<file path="src/rtl/branch_predictor_if.sv">
// branch_predictor_if: fetch lookup, EX resolve and statistics signals of the branch predictor
interface branch_predictor_if #(parameter int XLEN = 32);
    logic [XLEN-1:0] if_pc, pred_target, ex_pc, ex_target, ex_pred_target, redirect_pc;
    logic pred_taken, ex_valid, ex_is_branch, ex_taken, ex_pred_taken, mispredict;
    logic [31:0] branch_cnt, mispred_cnt;
    modport master (
        output if_pc, ex_valid, ex_is_branch, ex_pc, ex_taken, ex_target, ex_pred_taken, ex_pred_target,
        input pred_taken, pred_target, mispredict, redirect_pc, branch_cnt, mispred_cnt
    );
    modport slave (
        input if_pc, ex_valid, ex_is_branch, ex_pc, ex_taken, ex_target, ex_pred_taken, ex_pred_target,
        output pred_taken, pred_target, mispredict, redirect_pc, branch_cnt, mispred_cnt
    );
endinterface

</file>
<file path="src/rtl/branch_predictor.sv">
// branch_predictor: direct-mapped BTB with 2-bit saturating counters, EX-stage resolve and statistics
module branch_predictor #(
    parameter int XLEN = 32,
    parameter int ENTRIES = 16
) (
    input logic clk,
    input logic rst,
    branch_predictor_if.slave bp
);
    localparam int IB = $clog2(ENTRIES);
    localparam int TW = XLEN - IB - 2;
    localparam logic [1:0] WNT = 2'b01;
    localparam logic [1:0] WT = 2'b10;
    logic [ENTRIES-1:0] valid;
    logic [TW-1:0] tag [ENTRIES];
    logic [XLEN-1:0] target [ENTRIES];
    logic [1:0] ctr [ENTRIES];
    logic [IB-1:0] if_idx, ex_idx;
    logic [TW-1:0] if_tag, ex_tag;
    logic if_hit, ex_hit, resolve, alias_hit;
    logic [1:0] ctr_cur, ctr_nx;
    logic [31:0] br_cnt, mp_cnt;
    assign if_idx = bp.if_pc[IB+1:2];
    assign if_tag = bp.if_pc[XLEN-1:IB+2];
    assign ex_idx = bp.ex_pc[IB+1:2];
    assign ex_tag = bp.ex_pc[XLEN-1:IB+2];
    always_comb begin
        if_hit = valid[if_idx] && tag[if_idx] == if_tag;
        ex_hit = valid[ex_idx] && tag[ex_idx] == ex_tag;
        resolve = bp.ex_valid && bp.ex_is_branch;
        alias_hit = bp.ex_valid && !bp.ex_is_branch && bp.ex_pred_taken;
        ctr_cur = ctr[ex_idx];
        ctr_nx = bp.ex_taken ? (ctr_cur == 2'b11 ? ctr_cur : ctr_cur + 2'b01)
                             : (ctr_cur == 2'b00 ? ctr_cur : ctr_cur - 2'b01);
        bp.pred_taken = if_hit && ctr[if_idx][1];
        bp.pred_target = bp.pred_taken ? target[if_idx] : bp.if_pc + XLEN'(4);
        bp.mispredict = alias_hit || (resolve && (bp.ex_taken != bp.ex_pred_taken ||
                        (bp.ex_taken && bp.ex_target != bp.ex_pred_target)));
        bp.redirect_pc = (resolve && bp.ex_taken) ? bp.ex_target : bp.ex_pc + XLEN'(4);
    end
    always_ff @(posedge clk) begin
        if (rst) begin
            valid <= '0;
            br_cnt <= '0;
            mp_cnt <= '0;
            for (int i = 0; i < ENTRIES; i++) begin
                tag[i] <= '0;
                target[i] <= '0;
                ctr[i] <= WNT;
            end
        end else begin
            if (resolve && ex_hit) begin
                ctr[ex_idx] <= ctr_nx;
                if (bp.ex_taken) target[ex_idx] <= bp.ex_target;
            end else if (resolve && bp.ex_taken) begin
                valid[ex_idx] <= 1'b1;
                tag[ex_idx] <= ex_tag;
                target[ex_idx] <= bp.ex_target;
                ctr[ex_idx] <= WT;
            end else if (alias_hit && ex_hit) begin
                valid[ex_idx] <= 1'b0;
            end
            if (resolve && br_cnt != '1) br_cnt <= br_cnt + 32'd1;
            if (bp.mispredict && mp_cnt != '1) mp_cnt <= mp_cnt + 32'd1;
        end
    end
    assign bp.branch_cnt = br_cnt;
    assign bp.mispred_cnt = mp_cnt;
endmodule

</file>
<file path="src/flat_wrapper.sv">
// flat-port wrapper written by rule: the top's interface ports become plain ports
module branch_predictor_flat 
#(
    parameter int XLEN = 32,
    parameter int ENTRIES = 16
)
  (clk, rst, bp_if_pc, bp_ex_valid, bp_ex_is_branch, bp_ex_pc, bp_ex_taken, bp_ex_target, bp_ex_pred_taken, bp_ex_pred_target, bp_pred_taken, bp_pred_target, bp_mispredict, bp_redirect_pc, bp_branch_cnt, bp_mispred_cnt);
  branch_predictor_if #(.XLEN(XLEN)) bp_i ();
  input logic clk;
  input logic rst;
  input wire logic [$bits(bp_i.if_pc)-1:0] bp_if_pc;
  input wire logic [$bits(bp_i.ex_valid)-1:0] bp_ex_valid;
  input wire logic [$bits(bp_i.ex_is_branch)-1:0] bp_ex_is_branch;
  input wire logic [$bits(bp_i.ex_pc)-1:0] bp_ex_pc;
  input wire logic [$bits(bp_i.ex_taken)-1:0] bp_ex_taken;
  input wire logic [$bits(bp_i.ex_target)-1:0] bp_ex_target;
  input wire logic [$bits(bp_i.ex_pred_taken)-1:0] bp_ex_pred_taken;
  input wire logic [$bits(bp_i.ex_pred_target)-1:0] bp_ex_pred_target;
  output wire logic [$bits(bp_i.pred_taken)-1:0] bp_pred_taken;
  output wire logic [$bits(bp_i.pred_target)-1:0] bp_pred_target;
  output wire logic [$bits(bp_i.mispredict)-1:0] bp_mispredict;
  output wire logic [$bits(bp_i.redirect_pc)-1:0] bp_redirect_pc;
  output wire logic [$bits(bp_i.branch_cnt)-1:0] bp_branch_cnt;
  output wire logic [$bits(bp_i.mispred_cnt)-1:0] bp_mispred_cnt;
  assign bp_i.if_pc = bp_if_pc;
  assign bp_i.ex_valid = bp_ex_valid;
  assign bp_i.ex_is_branch = bp_ex_is_branch;
  assign bp_i.ex_pc = bp_ex_pc;
  assign bp_i.ex_taken = bp_ex_taken;
  assign bp_i.ex_target = bp_ex_target;
  assign bp_i.ex_pred_taken = bp_ex_pred_taken;
  assign bp_i.ex_pred_target = bp_ex_pred_target;
  assign bp_pred_taken = bp_i.pred_taken;
  assign bp_pred_target = bp_i.pred_target;
  assign bp_mispredict = bp_i.mispredict;
  assign bp_redirect_pc = bp_i.redirect_pc;
  assign bp_branch_cnt = bp_i.branch_cnt;
  assign bp_mispred_cnt = bp_i.mispred_cnt;
  branch_predictor #(.XLEN(XLEN), .ENTRIES(ENTRIES)) u_core (.clk(clk), .rst(rst), .bp(bp_i));
endmodule
</file>
<file path="config.mk">
export PLATFORM = sky130hd
export DESIGN_NAME = branch_predictor_flat
export DESIGN_NICKNAME = d
export VERILOG_FILES = /design/src/rtl/branch_predictor_if.sv /design/src/rtl/branch_predictor.sv /design/src/flat_wrapper.sv
export SDC_FILE = /design/constraint.sdc
export NUM_CORES = 2
export LEC_CHECK = 0
export BUFFER_PORTS_ARGS = -buffer_cell sky130_fd_sc_hd__buf_2
export CAP_MARGIN = 20
export CORE_ASPECT_RATIO = 0.5
export CORE_MARGIN = 4
export CORE_UTILIZATION = 29
export CTS_BUF_LIST = sky130_fd_sc_hd__clkbuf_8
export DETAILED_ROUTE_END_ITERATION = 7
export PLACE_DENSITY = 0.5
export REMOVE_ABC_BUFFERS = 1
export SLEW_MARGIN = 5
export SYNTH_ARGS = -nofsm -noshare
export SYNTH_HDL_FRONTEND = slang
export SYNTH_SLANG_ARGS = --single-unit
</file>
<file path="constraint.sdc">
create_clock -name clk -period 11.27 [get_ports clk]
set_input_delay 0 -clock clk [delete_from_list [all_inputs] [get_ports clk]]
set_output_delay 0 -clock clk [all_outputs]
set_load 0.03 [all_outputs]
</file>
== Word level (Yosys, flattened, before mapping) ==
Memory sizes are Yosys's and may differ from the RTL's.
Cells that the tools add are included.

* Reductions and logical operators: 23
* Bitwise gates (word level): 6
* Order comparisons: 3
* Shift operators: 0
* Eq/ne operators: 7
* $mul: 0
* Divide/modulo/power cells: 0
* Multiplexer cells: 37
* Add/sub/neg operators: 6

{| class="wikitable"
|+ Operators with widths
! operator !! count
|-
| two-way mux 32 bit || 4
|-
| adder 32 x 1 -> 32 bit (second input constant) || 2
|-
| adder 32 x 3 -> 32 bit (second input constant) || 2
|-
| != test 32 bit (second input constant) || 2
|-
| equality test 26 bit || 2
|-
| two-way mux 16 bit || 2
|-
| != test 32 bit || 1
|-
| OR reduction 32 bit || 1
|-
| two-way mux 26 bit || 1
|-
| OR reduction 26 bit || 1
|-
| two-way mux 1 bit || 19
|-
| AND 16 bit || 1
|-
| inverter 16 bit || 1
|-
| bitwise OR 16 bit || 1
|-
| logical AND 1 bit || 14
|-
| two-way mux 4 bit || 3
|-
| < comparator 4 x 5 -> 1 bit (second input constant) || 2
|-
| two-way mux 2 bit || 5
|-
| binary-select mux 1 bit (select 4 bit) || 2
|-
| demux 1 bit (select 4 bit) || 1
|-
| >= comparator 4 x 1 -> 1 bit (second input constant) || 1
|-
| adder 2 x 1 -> 2 bit (second input constant) || 1
|-
| equality test 2 bit (second input constant) || 1
|-
| zero test 2 bit || 1
|-
| 9 further kinds || 11
|}

* Output and inout port bits: 130
* Memories: 3
* Word-level logic and storage cells: 88
* Latch bits: 0
* Memory bits (writable): 960
* ROM bits: 0
* Register bits: 80
* Input bits: 134

{| class="wikitable"
|+ Memory list
! memory !! depth !! bits a word !! read ports !! clocked after memory_dff !! write ports !! RTL line !! source
|-
| u_core.target || 16 || 32 || 1 || 0 || 16 || branch_predictor.sv:16 || <nowiki>logic [XLEN-1:0] target [ENTRIES];</nowiki>
|-
| u_core.tag || 16 || 26 || 2 || 0 || 16 || branch_predictor.sv:15 || <nowiki>logic [TW-1:0] tag [ENTRIES];</nowiki>
|-
| u_core.ctr || 16 || 2 || 2 || 0 || 16 || branch_predictor.sv:17 || <nowiki>logic [1:0] ctr [ENTRIES];</nowiki>
|}

== Logic depth before layout (Yosys ltp) ==
* Depth in word-level cells: 10
* Mapped depth: 17
* Depth with buffers taken out: 10

== Worst setup path before layout ==
Ideal clock, no wire load.

* Path type: input-to-reg
* Start point: in bp_ex_pc[2]
* End point: mem u_core.tag[10][0] in the netlist's numbering, enable pin
* Data required time: 10858 ps
* Path slack: 6500 ps
* Data arrival time: 4358 ps
* Cell stages on the path: 11
* Library setup time: 412 ps
* Path buffers: 6
* Cell sequence: buf_2 -> buf_4 -> buf_4 -> buf_4 -> buf_2 -> inv_1 -> ha_1 -> clkbuf_2 -> nand2_1 -> o21bai_1 -> nor2b_1

{| class="wikitable"
|+ RTL lines
! item !! RTL line !! source
|-
| start, declared || flat_wrapper.sv:14 || <nowiki>input wire logic [$bits(bp_i.ex_pc)-1:0] bp_ex_pc;</nowiki>
|-
| end, declared || branch_predictor.sv:15 ||
|}

==> summary.md <==
| Metric | Value |
|---|---|
| Status | finished clean |
| Hold WC Path Type | primary input to flop |
| CP Class | flop to primary output |
| RSZ-0062 raised after global routing | false |
| Setup ws final | 5.829 ns |
| Initial DRC count | 4,534 |
| Slowest Stage Delay on Critical Path | 0.57 ns |
| Die area | between 150,000 and 200,000 um2 |
| Worst-Skew Late Latency | 0.91 ns |
| Core area | 184,300 um2 |
| # H-tree levels | 4 |
| Inst Count DP | ~6,400 |
| Final period utilization | 0.4828 |
| Pre-antenna DRT Iters | 7 |
| Dominant cells by area after synthesis | edfxtp_1 53%, mux4_2 15%, and2_1 6.2% |
| # fillers | 18,050 |
| Comb power frac | 0.122 |
| Post-Layout Cell Count | 6,740 |
| Vias per cell | 5.451 |
| Internal power | about 6300 uW |
| Compound-Gate Fraction of Synth Area | 0.03419 |
| CTS Buf Count | 177 |
| PnR Total Power | 8730 uW |
| Fin nets | 4,273 |
| Io pins | 264 |
| Gr usage total | 0.2027 |
| Vias | about 37,000 |
| Finish-stage setup viols | 0 |
| DR WL/cell | 29.98 um |
| Global placer's final weighted congestion | 0.9342 |
| Crit Path Max Fanout | 29 |
| Mapped Cells | 3,940 |
| Initial Util | 0.2933 |
| Worst Setup End Kind | primary output |
| DP HPWL | 122,000 um |
| Seq/Total Area, Yosys | 0.5629 |
| Detail Route Antenna Nets | 0 |
| Critical path startpoint category | flop |
| Leakage Power | ~0.023 uW |
| Die X-Extent | 618.6 um |
| Worst slew pin tran | 1.369 ns |
| Yosys top cell by area | edfxtp_1 |
| Mux cell area share after synthesis | 0.1783 |
| Post-synth EDFFs | 960 |
| Vias in the first global route | 36,930 |
| TritonCTS clock tree | yes |
| Synth-to-Final Area Change | 13.96% |
| FF+latch area | a little over 30,000 um2 |
| Synth Area in XOR/XNOR | 0.03046 |
| Slowest-stage cell, CP | buf_4 |
| Max Freq | 0.1838 GHz |
| Initial antenna violation count | 18 |
| Clock buffer depth | 4 |
| Area share of fa/ha/maj cells after synthesis | 0.001805 |
| # port buffers | about 260 |
| Root Buffer | clkbuf_8 |
| DRC | 0 |
| CTS resizes | 0 |
| Clock transition at path regs | 0.07 ns |
| Hold Fails Final Rpt | 0 |
| Routed WL | 202,100 um |
| Max-slew violations | 0 |
| Reg power frac | 0.512 |
| First-pass GRT wire length | 282,300 um |
| Pin count of the biggest net entering global routing | 288 |
| CTS Sinks | around 1,000 |
| Multi-input logic area | approximately 22,000 um2 |
| Async SR Flop Fraction | 0 |
| Proportion of power drawn by the clock network | 0.366 |
| MaxCap Viol Count | 0 |
| Max rail drop VDD | 0.08013 mV |
| Synth warnings | 0 |
| Site Rows | 111 |
| Share of layout cells above drive strength 1 | 0.2395 |
| Main combinational cell family by area after synthesis | multiplexers |
| Register bit total from synthesis | 1,040 |
| Post-Synth Simple-Gate Area | 0.1593 |
| CP Cell Sequence | mux4_2, a22o_1, a31oi_1, xor2_1, nand2_1, or4_1, or4b_4, nor4_4, buf_4, mux2_2, buf_2 |
| DIE HEIGHT | 313.3 um |
| Minimum clock period | 5.441 ns |
| GRT overflow | 0 |
| Netlist cell types | 70 |
| Sw Ratio | 0.2733 |
| Top-area cell type share of the netlist area | 0.5333 |
| Post-route core utilization | 0.3343 |
| Clock Skew | 0.07353 ns |
| Worst EP arrival | roughly 5.4 ns |
| Pre-CTS setup slack | between 5 and 6 ns |
| Commonest register cell after synthesis | edfxtp_1 |
| Power density over cell area | 141.7 nW/um2 |
| Number of post-CTS setup repair buffers | 0 |
| Setup TNS | 0 ns |
| Worst Path Required | 11.27 ns |
| Switching pwr | 2386 uW |
| Top cells by count, synth | 960 x edfxtp_1, 537 x and2_1, 444 x and3_1 |
| Cell Area, Synth | 54,060 um2 |
| Slew HR | 0.08705 |
| Most frequent cell after synthesis | edfxtp_1 |
| Syn_area_per_cell | 13.72 um2 |
-- metal layers --
layer | part of all wire | track usage | vias to the layer above
met4 | 0.042 | 0.08096 | 8
met3 | 0.085 | 0.03623 | 374
met2 | 0.47 | 0.3274 | 1876
met5 | 0.00044 | 0 | -
li1 | - | - | 15310
met1 | 0.40 | 0.2705 | 19170
-- timing repair --
| item | 4_1_cts | 5_1_grt |
|---|---|---|
| endpoints found under the setup margin | 0 | 0 |
| hold endpoints to repair | 968 | 0 |
| hold buffers | 59 | 0 |
-- worst max-delay path: cells and delay by family (launching register included) --
family / cells / cell delay, ns
AO/OA/AOI/OAI: 2 / 0.74
buffers and inverters: 2 / 0.76
flip-flops: 1 / 0.39
multiplexers: 2 / 0.99
AND/OR/NAND/NOR: 4 / 1.33
XOR/XNOR: 1 / 0.29
-- final timing paths --
kind	endpoint	from	slack, ns	depth (start not counted)
setup / recovery	bp_pred_target[31]	u_core.tag[14][0]$_SDFFCE_PN0P_	5.83	11
hold reg to reg	flop	flop	0.50	2
hold / removal	u_core.ctr[5][0]$_SDFFCE_PN1P_	bp_ex_taken	0.07	5
setup reg to reg	u_core.tag[1][20]$_SDFFCE_PN0P_	u_core.tag[1][8]$_SDFFCE_PN0P_	5.96	11
-- power groups by stage --
| stage | Clock, uW | Sequential, uW | Combinational, uW |
|---|---|---|---|
| floorplan | 0 | 4520 | 512 |
| global placement | 0 | 4540 | 1040 |
| detailed placement | 0 | 4550 | 1040 |
| CTS | 3260 | 4470 | 1060 |
| global route | 3450 | 4480 | 1100 |
| finish | 3190 | 4470 | 1070 |
-- layout by cell type, fill, tap and decap left out, types with 14 or more instances in the layout --
| cell type | Yosys | routed |
|---|---|---|
| and2_1 | 537 | 537 |
| mux4_2 | 357 | 357 |
| clkinv_1 | 1 | 40 |
| nor2_4 | 0 | 29 |
| dlygate4sd3_1 | 0 | 59 |
| mux2_2 | 28 | 28 |
| mux2i_1 | 113 | 113 |
| nand3_1 | 60 | 60 |
| inv_1 | 41 | 80 |
| nor3_1 | 40 | 39 |
| a22o_1 | 20 | 20 |
| and3_1 | 444 | 443 |
| dfxtp_1 | 80 | 80 |
| a22oi_1 | 20 | 20 |
| a21oi_1 | 26 | 26 |
| clkinv_2 | 0 | 14 |
| nor2_1 | 126 | 96 |
| o21ai_0 | 58 | 58 |
| or3_1 | 16 | 16 |
| clkbuf_8 | 0 | 178 |
| a31oi_1 | 24 | 24 |
| xor2_1 | 80 | 80 |
| buf_2 | 25 | 256 |
| nand2b_1 | 19 | 18 |
| o21bai_1 | 39 | 36 |
| buf_4 | 16 | 79 |
| nand2_1 | 146 | 146 |
| xnor2_1 | 108 | 108 |
| edfxtp_1 | 960 | 960 |
| nand4_1 | 43 | 43 |
-- layout make-up --
| cell class | instances | area share |
|---|---|---|
| inverters | 43 | 0.002620 |
| multi-input cells | 2464 | 0.3596 |
| flip-flops and latches | 1040 | 0.4939 |
| well taps | 2486 | 0.05049 |
| diodes | 7 | 0.0002843 |
| repair buffers | 406 | 0.04367 |
| clock buffers | 178 | 0.03977 |
| clock inverters | 116 | 0.009668 |
-- stage by stage --
| stage | hold slack [ns] | area [um2] |
|---|---|---|
| 2_1_floorplan | 0.06907 | 52430 |
| 3_3_place_gp | 0.3467 | 57850 |
| 3_5_place_dp | 0.3497 | 57890 |
| 4_1_cts | 0.01714 | 61530 |
| 5_1_grt | 0.02972 | 61590 |
| 6_report | 0.07045 | 61600 |
-- state kept, by name (all words and copies together), names as in the netlist, named ones only --
signal	count
u_core.bp.mispred_cnt	32
u_core.target	512
u_core.bp.branch_cnt	32
u_core.ctr	32
u_core.tag	416
-- cell families (layout without fill, tap and decap cells) --
family,after synthesis,after routing
other cells,0,7
xor+xnor,188,188
fa+ha+maj,8,8
flops,1040,1040
buf+inv,436,743
simple gates,1493,1493
compound gates,267,267
mux,508,508
Power figures use the tool's default switching activity.
